**config.mk**
```make
export PLATFORM = sky130hd
export DESIGN_NAME = ascii_tile_sequencer
export DESIGN_NICKNAME = d
export VERILOG_FILES = /design/src/rtl/ascii_pkg.sv /design/src/rtl/ascii_tile_cursor.sv /design/src/rtl/ascii_tile_sequencer.sv
export SDC_FILE = /design/constraint.sdc
export NUM_CORES = 1
export LEC_CHECK = 0
export CORE_MARGIN = 2
export CORE_UTILIZATION = 45
export DETAILED_ROUTE_END_ITERATION = 16
export GPL_TIMING_DRIVEN = 0
export PLACE_DENSITY = 0.83
export SKIP_LAST_GASP = 1
export SLEW_MARGIN = 0
export SYNTH_ARGS = -nofsm -noshare
export SYNTH_HDL_FRONTEND = slang
export SYNTH_SLANG_ARGS = --single-unit
```
**constraint.sdc**
```tcl
create_clock -name clk -period 3.63 [get_ports clk]
set_clock_uncertainty 0.05 [all_clocks]
set_input_delay 0.726 -clock clk [delete_from_list [all_inputs] [get_ports clk]]
set_output_delay 0.726 -clock clk [all_outputs]
set_load 0.005 [all_outputs]
```
**src/rtl/ascii_pkg.sv**
```systemverilog
// Shared types, default geometry and address helper for the ASCII tile sequencer.
// The optional fill watchdog is enabled with ASCII_SEQ_TIMEOUT_EN.
package ascii_pkg;

  typedef enum logic [2:0] {IDLE, LOAD, FILL, WAIT, WRITE, DONE} seq_state_t;

  localparam int DEF_FRAME_W      = 640;
  localparam int DEF_FRAME_H      = 480;
  localparam int DEF_TILE_W       = 8;
  localparam int DEF_TILE_H       = 8;
  localparam int DEF_ASCII_LEVELS = 8;
  localparam int DEF_TIMEOUT      = 64;

  function automatic int tile_addr(input int x, input int y, input int cols);
    return y * cols + x;
  endfunction

endpackage

```
**src/rtl/ascii_tile_cursor.sv**
```systemverilog
// Raster-order tile column/row counters; last flags the bottom-right tile.
module ascii_tile_cursor #(
  parameter int COLS = 80,
  parameter int ROWS = 60,
  parameter int XW   = 7,
  parameter int YW   = 6
) (
  input  logic          clk,
  input  logic          rst,
  input  logic          clear,
  input  logic          advance,
  output logic [XW-1:0] tile_x,
  output logic [YW-1:0] tile_y,
  output logic          last
);

  logic x_end;
  logic y_end;

  assign x_end = (tile_x == XW'(COLS - 1));
  assign y_end = (tile_y == YW'(ROWS - 1));
  assign last  = x_end && y_end;

  always_ff @(posedge clk) begin
    if (rst || clear) begin
      tile_x <= '0;
      tile_y <= '0;
    end else if (advance) begin
      if (x_end) begin
        tile_x <= '0;
        tile_y <= y_end ? '0 : tile_y + YW'(1);
      end else begin
        tile_x <= tile_x + XW'(1);
      end
    end
  end

endmodule

```
**src/rtl/ascii_tile_sequencer.sv**
```systemverilog
// Frame controller: per tile LOAD -> FILL -> WAIT -> WRITE, then a DONE pulse.
// Define ASCII_SEQ_TIMEOUT_EN to add the WAIT watchdog and sticky timeout_err.
module ascii_tile_sequencer
  import ascii_pkg::*;
#(
  parameter int FRAME_W      = DEF_FRAME_W,
  parameter int FRAME_H      = DEF_FRAME_H,
  parameter int TILE_W       = DEF_TILE_W,
  parameter int TILE_H       = DEF_TILE_H,
  parameter int ASCII_LEVELS = DEF_ASCII_LEVELS,
  parameter int TIMEOUT      = DEF_TIMEOUT
) (
  input  logic                                                      clk,
  input  logic                                                      rst,
  input  logic                                                      start,
  output logic                                                      busy,
  output logic                                                      done,
  output logic [$clog2(FRAME_W/TILE_W)-1:0]                         tile_x,
  output logic [$clog2(FRAME_H/TILE_H)-1:0]                         tile_y,
  output logic                                                      load_req,
  input  logic                                                      load_ack,
  output logic                                                      fill_enable,
  input  logic                                                      fill_ready,
  input  logic [$clog2(ASCII_LEVELS)-1:0]                           fill_ascii,
  output logic                                                      char_wr_en,
  output logic [$clog2((FRAME_W/TILE_W)*(FRAME_H/TILE_H))-1:0]      char_wr_addr,
  output logic [$clog2(ASCII_LEVELS)-1:0]                           char_wr_data,
  input  logic                                                      char_wr_ready,
  output logic                                                      timeout_err
);

  localparam int COLS   = FRAME_W / TILE_W;
  localparam int ROWS   = FRAME_H / TILE_H;
  localparam int XW     = $clog2(COLS);
  localparam int YW     = $clog2(ROWS);
  localparam int ADDR_W = $clog2(COLS * ROWS);
  localparam int LVL_W  = $clog2(ASCII_LEVELS);

  if (FRAME_W % TILE_W != 0) begin : g_bad_w
    $error("FRAME_W must be a multiple of TILE_W");
  end
  if (FRAME_H % TILE_H != 0) begin : g_bad_h
    $error("FRAME_H must be a multiple of TILE_H");
  end
  if (TIMEOUT < 1) begin : g_bad_to
    $error("TIMEOUT must be at least 1");
  end

  seq_state_t       state;
  seq_state_t       state_nxt;
  logic [LVL_W-1:0] data_q;
  logic             last_tile;
  logic             wr_accept;

  assign wr_accept = (state == WRITE) && char_wr_ready;

  ascii_tile_cursor #(
    .COLS (COLS),
    .ROWS (ROWS),
    .XW   (XW),
    .YW   (YW)
  ) u_cursor (
    .clk     (clk),
    .rst     (rst),
    .clear   (state == DONE),
    .advance (wr_accept && !last_tile),
    .tile_x  (tile_x),
    .tile_y  (tile_y),
    .last    (last_tile)
  );

`ifdef ASCII_SEQ_TIMEOUT_EN
  localparam int TW = $clog2(TIMEOUT + 1);
  logic [TW-1:0] to_cnt;
  logic          to_err_q;
  logic          to_hit;

  // Loaded while in FILL so terminal count lands on the TIMEOUT-th WAIT cycle.
  assign to_hit = (state == WAIT) && !fill_ready && (to_cnt == '0);

  always_ff @(posedge clk) begin
    if (rst) begin
      to_cnt   <= '0;
      to_err_q <= 1'b0;
    end else begin
      if (state == FILL)
        to_cnt <= TW'(TIMEOUT - 1);
      else if (state == WAIT && to_cnt != '0)
        to_cnt <= to_cnt - TW'(1);
      if (to_hit)
        to_err_q <= 1'b1;
    end
  end

  assign timeout_err = to_err_q;
`else
  assign timeout_err = 1'b0;
`endif

  always_ff @(posedge clk) begin
    if (rst) state <= IDLE;
    else     state <= state_nxt;
  end

  always_comb begin
    state_nxt = state;
    unique case (state)
      IDLE:  if (start) state_nxt = LOAD;
      LOAD:  if (load_ack) state_nxt = FILL;
      FILL:  state_nxt = WAIT;
      WAIT: begin
        if (fill_ready) state_nxt = WRITE;
`ifdef ASCII_SEQ_TIMEOUT_EN
        else if (to_hit) state_nxt = WRITE;
`endif
      end
      WRITE: if (char_wr_ready) state_nxt = last_tile ? DONE : LOAD;
      DONE:  state_nxt = IDLE;
      default: state_nxt = IDLE;
    endcase
  end

  always_ff @(posedge clk) begin
    if (rst)
      data_q <= '0;
    else if (state == WAIT && fill_ready)
      data_q <= fill_ascii;
`ifdef ASCII_SEQ_TIMEOUT_EN
    else if (to_hit)
      data_q <= '0;
`endif
  end

  assign busy         = (state != IDLE);
  assign done         = (state == DONE);
  assign load_req     = (state == LOAD);
  assign fill_enable  = (state == FILL);
  assign char_wr_en   = (state == WRITE);
  assign char_wr_data = data_q;
  assign char_wr_addr = ADDR_W'(tile_addr(int'(tile_x), int'(tile_y), COLS));

endmodule

```
==> results of run 1 <==
layout make-up:
type,count,area (µm²),share of cell area [%]
Tap cell,31,38.8,2.10
Clock buffer,3,22.5,1.22
Multi-Input combinational cell,115,866,46.9
Buffer,10,65.1,3.52
Inverter,4,15.0,0.813
Clock inverter,1,5.00,0.271
Sequential cell,19,390,21.1
Timing Repair Buffer,45,444,24.1
Yosys cell counts (4+ instances only):
cell / n
ha_1: 13
a21o_1: 4
dfxtp_1: 19
nand3_1: 6
nand2_1: 9
inv_1: 4
buf_2: 4
xnor2_1: 4
a21oi_1: 6
buf_4: 6
nand4_1: 5
xor2_1: 16
and3_1: 4
nor2_1: 17
registers in the layout, indices dropped and copies added (netlist names):
signal and count:
char_wr_data 3, state 3, u_cursor.tile_x 7, u_cursor.tile_y 6
repair_timing:
action / 4_1_cts / 5_1_grt
buffers inserted: 2 / 1
pin swaps: 2 / 1
setup endpoints to repair: 2 / 1
hold endpoints to repair: 0 / 0
resized for setup: 13 / 2
worst register-to-register path: cells and delay by family (launching register included):
family / cells / cell delay (ns)
xor gates and xnor gates: 1 / 0.16
buffers and inverters: 3 / 0.46
DFF: 1 / 0.31
and+or+nand+nor: 4 / 0.58
report_power, final:
part / switching, mW / leakage [nW] / internal, mW
registers: 0.000819 / 0.156 / 0.209
clock network: 0.0637 / 0.0177 / 0.0410
logic: 0.0169 / 0.695 / 0.0255
cells in the final DEF, fill, tap and decap left out, drive strengths merged:
master,synthesis,final
xor2,16,16
nand4b,1,1
clkbuf,0,3
nor3,3,3
dfxtp,19,19
inv,4,4
and4bb,1,1
dlymetal6s2s,0,1
mux2,1,1
or2,1,1
or4,1,1
and2,1,1
mux2i,3,3
nor4,1,1
a22oi,1,1
or3,1,1
nor2b,3,3
a21oi,6,6
nand2,10,10
clkdlybuf4s50,0,40
conb,1,1
and3,4,4
dlygate4sd2,0,1
a21o,4,4
buf,10,13
fa,2,2
o21ai,2,2
a211oi,1,1
nor2,17,17
and4b,1,1
nand4,5,5
nand3,6,6
nor3b,3,3
ha,13,13
nand2b,2,2
xnor2,4,4
clkinv,0,1
kinds of logic (layout without fill, tap and decap cells):
family	Yosys count	count (layout)
other cells	1	1
xor+xnor	20	20
flops	19	19
simple gates	61	61
buf+inv	14	63
compound gates	14	14
mux	4	4
fa+ha+maj	15	15
per-layer routing:
layer | track usage [%] | vias to the layer above | share of wire [%]
li1 | - | 599 | -
met1 | 21.3 | 544 | 43
met2 | 31.3 | 36 | 51
met3 | 5.13 | 4 | 5.5
met4 | 2.99 | 0 | 0.50
met5 | 0 | - | 0
per-stage QoR:
step | hold slack, ns | setup slack [ns] | instances | total power [mW]
global route | 0.513 | 0.0106 | 228 | 0.374
global placement | 0.425 | 0.189 | 221 | 0.258
finish | 0.482 | 0.125 | 228 | 0.357
floorplan | 0.436 | 0.744 | 148 | 0.237
CTS | 0.493 | 0.0350 | 227 | 0.362
detailed placement | 0.462 | 0.122 | 221 | 0.259
worst max-delay path by stage:
stage,startpoint,end,slack (ns),depth (start not counted)
finish,u_cursor.tile_y[3],char_wr_addr[10],0.12,8
global route,u_cursor.tile_y[3],char_wr_addr[10],0.01,8
CTS,u_cursor.tile_y[3],char_wr_addr[11],0.03,10
detailed placement,u_cursor.tile_y[1],char_wr_addr[12],0.12,7
global placement,u_cursor.tile_y[1],char_wr_addr[11],0.19,8
floorplan,u_cursor.tile_y[1],char_wr_addr[12],0.74,6
==> flow_summary.yaml, run 1 <==
timing:
  hold_viol: 0
  fin_crit_ns: 3.51
  max_freq_ghz: 0.285
  maxSlewViolCount: 0
  tns_ns: 0
  rsz0062_at_grt: "no"
  finalCritPeriodShare_pct: 96.6
  setup_viol: 0
synthesis:
  synth-adder-area-share_pct: 15.6
  ys_seq_elements: 19
  muxShareOfSynthArea_pct: 3.18
  synth_top_family_by_area: "simple AND/OR/NAND/NOR gates"
  synth_compound_area_share_pct: 6.55
  syn_area_mm2: 0.00130
  yosys.area_share.simple_pct: 25.4
  yosys_most_used_dff: "dfxtp_1"
  synthArstFlopShare_pct: 0
  synthTopCellsByArea: "dfxtp_1, ha_1, xor2_1, nor2_1, buf_4"
  synthCells: 148
  syn_area_per_cell_um2: 8.78
  synth_cell_type_count: 35
  yosys.area.top_type: "dfxtp_1"
  synth_top_area_share_pct: 29.3
  synth_nets: 172
  synth_xor_area_share_pct: 13.5
  yosysSeqAreaShare_pct: 29.3
  synth-edff-count: 0
  yosys_warnings: 0
critical_path:
  start_kind: "flip-flop"
  cp.arrival_ns: 2.73
  r2r_cells: 8
  r2r_slack_ns: 1.95
  worstPathCellList: "ha_1 > ha_1 > inv_1 > fa_2 > buf_4 > nor3_1 > xnor2_1 > clkdlybuf4s50_1"
  timing.rr.end: "u_cursor.tile_y[4]"
  crit_type: "reg -> out"
  cp-end-kind: "output pin"
  critPathRequiredTime_ns: 2.85
  crit_top_cell: "ha_1"
  cp_slowest_cell: "clkdlybuf4s50_1"
  cp.buffers_inverters: 3
  r2r-start: "state[1]"
  crit_fanout: 7
  max_stage_delay_ns: 0.51
  path_delay_family: "adder cells"
drt:
  num_vias: 1183
  routed_wl_mm: 2.78
  drcViolationCount: 0
  first_iter_violations: 27
  via_per_inst: 5.19
  firstDrtPassIters: 3
  post_drt_wl_per_cell_um: 12.2
  ant_nets: 0
layout:
  fin_util_pct: 67.0
  antennaDiodeCount: 0
  nNetsFinal: 222
  nFillCells: 215
  layout-drive-gt1-share_pct: 15.7
  stdcell_area_mm2: 0.00185
  syn_to_final_growth_pct: 42.2
floorplan:
  fp.dieW_um: 57.7
  core_mm2: 0.00276
  io_pins: 44
  die_area_mm2: 0.00333
  die_h_um: 57.7
  num_rows: 19
  start_util_pct: 47.1
min_path:
  hp-class: "reg -> reg"
  worstHoldEndpoint: "u_cursor.tile_x[1]"
  hp-start: "u_cursor.tile_x[1]"
  hold_depth: 2
place:
  dpl_cell_area_mm2: 0.00176
  io_buffer_count: 42
  gp_congestion: 0.784
  hpwl_mm: 2.24
clock_network:
  clk_pin_slew_ns: 0.11
  cts-buffers-inserted: 3
  cts.sinks: 19
  htreeDepth: 1
  cts_tree: "done"
  max-clock-path-buffers: 2
  root_buffer: "clkbuf_4"
  clkLatencyLatePin_ns: 0.30
  hold_buffers: 0
global_routing:
  grt_usage_pct: 17.6
  gr-total-overflow: 0
  grt_pass1_wl_mm: 4.77
  antenna_found_initial: 0
  grt_pass1_vias: 1150
  grt_max_degree: 12
pwr:
  p_leak_nw: 0.869
  power_density_mw_per_mm2: 193
  peakVddDrop_mv: 0.316
job:
  cap_violations: 0
status:
  status: "finished, final reports clean"
No activity file was read; power rests on OpenSTA's default activity.
==> run 2: changes to the inputs <==
--- a/config.mk
+++ b/config.mk
@@ -5,6 +5,7 @@
 export SDC_FILE = /design/constraint.sdc
 export NUM_CORES = 1
 export LEC_CHECK = 0
+export CORE_ASPECT_RATIO = 2
 export CORE_MARGIN = 2
 export CORE_UTILIZATION = 45
 export DETAILED_ROUTE_END_ITERATION = 16
==> flow_summary.yaml, run 2 (synthesized netlist as in run 1, its figures left out) <==
status:
  status: "finished, final reports clean"
drt:
  firstDrtPassIters: 4
  post_drt_wl_per_cell_um: 14.6
  routed_wl_mm: 3.29
  num_vias: 1252
  drcViolationCount: 0
  via_per_inst: 5.56
  first_iter_violations: 17
  ant_nets: 0
pwr:
  peakVddDrop_mv: 0.192
  p_sw_share_pct: 21.6
  p_total_uw: 400
  power_density_mw_per_mm2: 215
  power_switching_uw: 86.7
  comb_power_share_pct: 10.8
  sequentialPowerShare_pct: 52.7
  p_leak_nw: 0.892
  power_frac_clock_pct: 36.5
  internal-power_uw: 314
timing:
  tns_ns: 0
  finalCritPeriodShare_pct: 96.6
  fin_crit_ns: 3.51
  setup_ws_ns: 0.124
  rsz0062_at_grt: "no"
  whs_ns: 0.450
  setup_viol: 0
  hold_viol: 0
  max_freq_ghz: 0.285
  maxSlewViolCount: 0
floorplan:
  num_rows: 27
  core_mm2: 0.00274
  io_pins: 44
  die_area_mm2: 0.00336
  start_util_pct: 47.5
  fp.dieW_um: 42.0
  die_h_um: 80.0
critical_path:
  r2r_slack_ns: 1.88
  start_kind: "flip-flop"
  critPathRequiredTime_ns: 2.85
  timing.rr.end: "u_cursor.tile_x[0]"
  r2r-start: "u_cursor.tile_x[0]"
  cp.arrival_ns: 2.73
  r2r_cells: 6
  crit_fanout: 7
  crit_type: "reg -> out"
  cp-end-kind: "output pin"
clock_network:
  clkLatencyLatePin_ns: 0.25
  cts.sinks: 19
  htreeDepth: 1
  cts_tree: "done"
  clk_pin_slew_ns: 0.07
  max-clock-path-buffers: 2
  root_buffer: "clkbuf_8"
  hold_buffers: 0
  cts-buffers-inserted: 3
place:
  gp_congestion: 0.812
  dpl_worst_slack_ns: 0.0610
  hpwl_mm: 2.66
  dp_cells: 219
  dpl_cell_area_mm2: 0.00176
  io_buffer_count: 42
global_routing:
  met3_usage_pct: 2.04
  grt.busiest_layer: "met2"
  grt_pass1_wl_mm: 5.44
  grt_usage_pct: 20.7
  met2_usage_pct: 43.1
  gr-total-overflow: 0
  grt_max_degree: 11
  globalRouteMet1Util_pct: 18.2
  antenna_found_initial: 0
  grt_pass1_vias: 1255
layout:
  layout-drive-gt1-share_pct: 14.3
  fin_cells: 225
  top_register: "u_cursor.tile_x"
  antennaDiodeCount: 0
  fin_util_pct: 68.0
  largest_register_ffs: 7
  nFillCells: 228
  top_regs: "u_cursor.tile_x (7), u_cursor.tile_y (6)"
  final_cell_mix: "clkdlybuf4s50_1, nor2_1, xor2_1, dfxtp_1, ha_1"
  mostFrequentLayoutCell: "clkdlybuf4s50_1"
  nNetsFinal: 221
  stdcell_area_mm2: 0.00186
  syn_to_final_growth_pct: 43.4
min_path:
  hp-start: "char_wr_data[1]"
  hp-class: "reg -> reg"
  hold_depth: 2
  worstHoldEndpoint: "char_wr_data[1]"
job:
  cap_violations: 0
## run 2: cell types whose count changed in the layout (fill, tap and decap cells not counted), moves of 2 or more
cell / previous run / this run
a21oi_1: 4 / 6
a21oi_2: 2 / 0
clkbuf_4: 3 / 0
clkbuf_8: 0 / 3
## run 2: repair_timing
action                     in CTS  in global routing
setup endpoints to repair       2                  2
buffers inserted                1                  1
pin swaps                       2                  1
resized for setup              10                  4
## run 2: worst max-delay path: stages (launching register included)
cell             delay [ns]
dfxtp_2                0.36
ha_1                   0.33
ha_1                   0.31
a21o_1                 0.18
a21oi_1                0.20
xor2_1                 0.40
xnor2_1                0.18
clkdlybuf4s50_1        0.52
## run 2: power groups by stage
stage               Sequential (mW)  Combinational, mW  Clock, mW
floorplan                     0.216             0.0208          0
global placement              0.217             0.0418          0
detailed placement            0.217             0.0430          0
CTS                           0.211             0.0433      0.146
global route                  0.211             0.0467      0.159
finish                        0.211             0.0431      0.146
## run 2: layout make-up
| type | count | area, µm² | area share (%) |
|---|---|---|---|
| multi-input combinational | 115 | 876 | 47.0 |
| inverter | 4 | 15.0 | 0.806 |
| clock buffer | 4 | 45.0 | 2.42 |
| timing repair buffer | 44 | 437 | 23.5 |
| sequential | 19 | 388 | 20.8 |
| tap | 29 | 36.3 | 1.95 |
| buffer | 10 | 65.1 | 3.49 |
## run 2: worst max-delay path by stage
stage                  startpoint          endpoint  cells after the start
5_1_grt        u_cursor.tile_y[2]  char_wr_addr[10]                      7
6_report       u_cursor.tile_y[2]  char_wr_addr[10]                      7
4_1_cts        u_cursor.tile_y[1]  char_wr_addr[11]                     10
3_3_place_gp   u_cursor.tile_y[1]  char_wr_addr[12]                      7
3_5_place_dp   u_cursor.tile_y[1]  char_wr_addr[12]                      7
2_1_floorplan  u_cursor.tile_y[1]  char_wr_addr[12]                      6
## run 2: layer usage
metal / vias to the layer above / share of wire (%)
li1: 597 / -
met1: 586 / 33
met2: 56 / 58
met3: 13 / 5.5
met4: 0 / 3.0
met5: - / 0
==> run 3: changes to the inputs <==
--- a/config.mk
+++ b/config.mk
@@ -16,3 +16,4 @@
 export SYNTH_ARGS = -nofsm -noshare
 export SYNTH_HDL_FRONTEND = slang
 export SYNTH_SLANG_ARGS = --single-unit
+export TNS_END_PERCENT = 100
==> results of run 3 <==
No change in the layout: final DEF, timing and power equal those of run 2.
